## src/rtl/gray_counter_n.sv

```systemverilog
// Parametrised up/down Gray-code counter with synchronous load, optional
// saturation, sticky overflow/underflow flags and a one-cycle wrap pulse.
module gray_counter_n #(
    parameter int WIDTH    = 3,
    parameter bit SATURATE = 1'b0
) (
    input  logic             Clk,
    input  logic             Reset,
    input  logic             En,
    input  logic             Up,
    input  logic             Load,
    input  logic [WIDTH-1:0] LoadVal,
    output logic [WIDTH-1:0] Output,
    output logic [WIDTH-1:0] Binary,
    output logic             Overflow,
    output logic             Underflow,
    output logic             Wrap
);

    localparam logic [WIDTH-1:0] MAX_VAL = '1;

    logic [WIDTH-1:0] b_q, b_d;
    logic [WIDTH-1:0] gray_q;
    logic [WIDTH-1:0] load_bin;
    logic             ovf_q, ovf_d;
    logic             udf_q, udf_d;
    logic             wrap_q, wrap_d;

    // Gray-to-binary: bit i is the XOR of all Gray bits at or above i.
    always_comb begin
        load_bin = '0;
        for (int i = 0; i < WIDTH; i++) begin
            load_bin[i] = ^(LoadVal >> i);
        end
    end

    always_comb begin
        // NOTE: every signal written here gets a default first, so no path
        // through the if/else tree can leave it unassigned and infer a latch.
        b_d    = b_q;
        ovf_d  = ovf_q;
        udf_d  = udf_q;
        wrap_d = 1'b0;

        if (Load) begin
            b_d = load_bin;
        end else if (En) begin
            if (Up) begin
                if (b_q == MAX_VAL) begin
                    ovf_d  = 1'b1;
                    wrap_d = 1'b1;
                    if (!SATURATE) b_d = '0;
                end else begin
                    b_d = b_q + 1'b1;
                end
            end else begin
                if (b_q == '0) begin
                    udf_d  = 1'b1;
                    wrap_d = 1'b1;
                    if (!SATURATE) b_d = MAX_VAL;
                end else begin
                    b_d = b_q - 1'b1;
                end
            end
        end
    end

    // Gray output is registered from the next binary value so both outputs
    // change on the same edge and no input reaches an output combinationally.
    always_ff @(posedge Clk) begin
        // NOTE: state registers use non-blocking assignments so every flop
        // samples pre-edge values regardless of statement order.
        if (Reset) begin
            b_q    <= '0;
            gray_q <= '0;
            ovf_q  <= 1'b0;
            udf_q  <= 1'b0;
            wrap_q <= 1'b0;
        end else begin
            b_q    <= b_d;
            gray_q <= b_d ^ (b_d >> 1);
            ovf_q  <= ovf_d;
            udf_q  <= udf_d;
            wrap_q <= wrap_d;
        end
    end

    assign Output    = gray_q;
    assign Binary    = b_q;
    assign Overflow  = ovf_q;
    assign Underflow = udf_q;
    assign Wrap      = wrap_q;

endmodule
```

## config.mk

```make
export PLATFORM = sky130hd
export DESIGN_NAME = gray_counter_n
export DESIGN_NICKNAME = d
export VERILOG_FILES = /design/src/rtl/gray_counter_n.sv
export SDC_FILE = /design/constraint.sdc
export NUM_CORES = 1
export LEC_CHECK = 0
export BUFFER_PORTS_ARGS = -buffer_cell sky130_fd_sc_hd__buf_2
export CORE_MARGIN = 2
export CORE_UTILIZATION = 30
export CTS_BUF_LIST = sky130_fd_sc_hd__clkbuf_4 sky130_fd_sc_hd__clkbuf_8
export DETAILED_ROUTE_END_ITERATION = 10
export GPL_TIMING_DRIVEN = 0
export SLEW_MARGIN = 0
export SYNTH_ARGS = -nofsm -noshare
export SYNTH_HDL_FRONTEND = slang
export SYNTH_SLANG_ARGS = --single-unit
export TNS_END_PERCENT = 5
```

## constraint.sdc

```tcl
create_clock -name Clk -period 1.9 [get_ports Clk]
set_clock_uncertainty 0.05 [all_clocks]
set_input_delay 0 -clock Clk [delete_from_list [all_inputs] [get_ports Clk]]
set_output_delay 0 -clock Clk [all_outputs]
set_load 0.05 [all_outputs]
```

==> flow_metrics.env <==
export IMPL_crit_required_ns=1.99
export IMPL_setup_violations=0
export IMPL_grt_ovfl_total=0
export IMPL_finalCriticalPeriod_ns=1.69
export IMPL_hpwl_um=687
export IMPL_numCtsBuffers=3
export IMPL_clockRootBuffer="clkbuf_4"
export IMPL_viasPerCell=4.46
export IMPL_core_um2=1490
export IMPL_grt_pass1_vias=283
export IMPL_multi_input_area_um2=289
export IMPL_wirelength_um=816
export IMPL_htree_levels=1
export IMPL_antenna_found_initial=0
export IMPL_nFillCells=153
export IMPL_critPathKind="register to register"
export IMPL_clockBufferDepth=2
export IMPL_ys_ff_latch=8
export IMPL_cts_tree="built"
export IMPL_antennaDiodeCount=0
export IMPL_tightest_slew_ns=0.275
export IMPL_rsz0062_at_grt="no"
export IMPL_fin_crit_sh=0.889
export IMPL_fp_dieH_um=43.8
export IMPL_synthesis_area_um2=475
export IMPL_antenna_left=0
export IMPL_grt_pass1_wl_um=1220
export IMPL_dieArea_um2=1920
export IMPL_relSlewSlack=0.814
export IMPL_die_w_um=43.8
export IMPL_power_density_nw_per_um2=796
export IMPL_final_hold_violation_count=0
export IMPL_grt_max_degree=9
export IMPL_synth_nets=61
export IMPL_seqCellArea_um2=160
export IMPL_crit_path_top_delay_cell="or3b_1"
export IMPL_irDropWorstVdd_uv=430
export IMPL_yosys_warnings=0
export IMPL_fmax_mhz=592
export IMPL_area_growth_pct=28.9
export IMPL_synth_avg_cell_area_um2=9.70
export IMPL_slowest_delay_ns=0.39
export IMPL_wire_per_inst_um=9.60
export IMPL_rows=14
export IMPL_run_status="finished clean"
export IMPL_clock_latency_ns=0.24
export IMPL_seq_area_frac_synth=0.337
export IMPL_grt_usage=0.0893
export IMPL_num_vias=379
export IMPL_fin_setup_tns_ns=0
export IMPL_crit_fanout=5
export IMPL_io_pins=17
export IMPL_min_path_type="input pin to register"
export IMPL_drt_iter0_drc=5
export IMPL_drive_above_1_share=0.333
export IMPL_power_leakage_nw=0.286
export IMPL_placed_area_um2=571
export IMPL_portBuffers=15
export IMPL_cts_num_sinks=8
export IMPL_worstSetupEndpointType="register"
export IMPL_place_congestion=0.680
export IMPL_netlist_instances=49
export IMPL_maxSlewViolCount=0
export IMPL_crit_chain="inv_1 > ha_1 > or3b_1 > and3_4 > o2bb2ai_4 > xnor2_1 > nor2_1"
export IMPL_post_route_cell_area_um2=613
export IMPL_dr_pass1_iters=3
export IMPL_cp_arrival_ns=1.78
export IMPL_drc=0
export IMPL_cap_violations=0
export IMPL_nets=83
export IMPL_post_cts_resized=0
export IMPL_synth_cell_types=22
export IMPL_initial_core_util=0.319
export IMPL_start_kind="register"
export IMPL_clk_pin_slew_ns=0.05
==> what timing repair did <==
item / 4_1_cts / 5_1_grt
endpoints found under the hold margin: 8 / 0
hold buffers: 2 / 0
endpoints found under the setup margin: 0 / 0
buffers inserted: 0 / 0
==> per-layer routing <==
| metal | share of wire | track usage | vias to the layer above | routed length (um) |
|---|---|---|---|---|
| met5 | 0 | 0 | - | 0 |
| met4 | 0 | 0.0364 | 0 | 0 |
| met3 | 0.058 | 0.0500 | 0 | 47 |
| met2 | 0.42 | 0.121 | 14 | 343 |
| met1 | 0.52 | 0.116 | 154 | 426 |
| li1 | - | - | 211 | - |
==> cells in the final DEF (no fill, tap or decap), drive strengths merged <==
cell	synthesis	layout
ha	4	4
nor2	6	6
nor3b	1	1
a31oi	2	2
buf	2	17
mux2i	2	2
xor2	2	2
and3	1	1
nand2b	1	1
a21oi	2	2
o41ai	1	1
xnor2	3	3
clkbuf	0	3
inv	2	2
dfxtp	8	8
nand2	3	3
nor2b	4	4
a311o	1	1
o2bb2ai	1	1
dlygate4sd3	0	2
or3b	1	1
o21ai	2	2
==> path summary, 6_finish.rpt <==
check	startpoint	end	slack, ns	depth (start not counted)
min reg2reg	Underflow	Underflow	0.41	2
max	Binary[0]	Output[0]	0.21	7
min	Load	Wrap	0.15	4
max reg2reg	Binary[0]	Output[0]	0.21	7
==> cells by family after synthesis <==
| kind of cell | Yosys count | synth area share |
|---|---|---|
| xor+xnor | 5 | 0.0921 |
| buf+inv | 4 | 0.0553 |
| fa+ha+maj | 4 | 0.105 |
| compound gates | 9 | 0.174 |
| simple gates | 17 | 0.195 |
| mux | 2 | 0.0421 |
| flops | 8 | 0.337 |
==> synthesized netlist by cell type (all sizes together) <==
| cell type | instances | area, um^2 |
|---|---|---|
| nand2b | 1 | 6.26 |
| o21ai | 2 | 13.8 |
| o2bb2ai | 1 | 27.5 |
| nand2 | 3 | 11.3 |
| inv | 2 | 7.51 |
| xor2 | 2 | 17.5 |
| ha | 4 | 50.1 |
| buf | 2 | 18.8 |
| nor3b | 1 | 7.51 |
| xnor2 | 3 | 26.3 |
| dfxtp | 8 | 160 |
| o41ai | 1 | 8.76 |
| and3 | 1 | 11.3 |
| a21oi | 2 | 10.0 |
| mux2i | 2 | 20.0 |
| a31oi | 2 | 12.5 |
| nor2 | 6 | 22.5 |
| nor2b | 4 | 25.0 |
| or3b | 1 | 8.76 |
| a311o | 1 | 10.0 |
==> metrics by stage <==
stage	setup slack (ns)	std cells	hold slack [ns]	utilization	total power, W
finish	0.210	85	0.146	0.412	0.000488
global route	0.120	85	0.168	0.412	0.000519
CTS	0.201	85	0.140	0.412	0.000497
detailed placement	0.209	80	0.223	0.383	0.000368
global placement	0.215	80	0.221	0.383	0.000366
floorplan	0.0155	49	0.0216	-	0.000329
==> cell type report <==
class	instances	share of cell area
plain buffers	2	0.0306
clock buffers	3	0.0367
inverters	2	0.0122
multi-input cells	37	0.471
flip-flops and latches	8	0.261
well taps	16	0.0327
repair buffers	17	0.155
==> registers in the layout (all words and copies together) (netlist names) <==
register	flops
Output	2
Wrap	1
Binary	3
Overflow	1
Underflow	1
==> worst max-delay path, delay by kind of cell (launching register included) <==
kind / cells / cell delay [ns]
AOI/OAI and AO/OA: 1 / 0.12
and+or+nand+nor: 3 / 0.65
buffers and inverters: 1 / 0.11
adders and majority gates: 1 / 0.19
xor gates and xnor gates: 1 / 0.12
DFF: 1 / 0.34
==> where the power goes <==
part           switching (W)  leakage, nW  internal (W)  total [W]
Sequential        0.00000954       0.0658      0.000183   0.000192
Clock              0.0000499       0.0138     0.0000717   0.000122
Combinational       0.000110        0.206     0.0000646   0.000174
No activity file was read; power rests on OpenSTA's default activity.
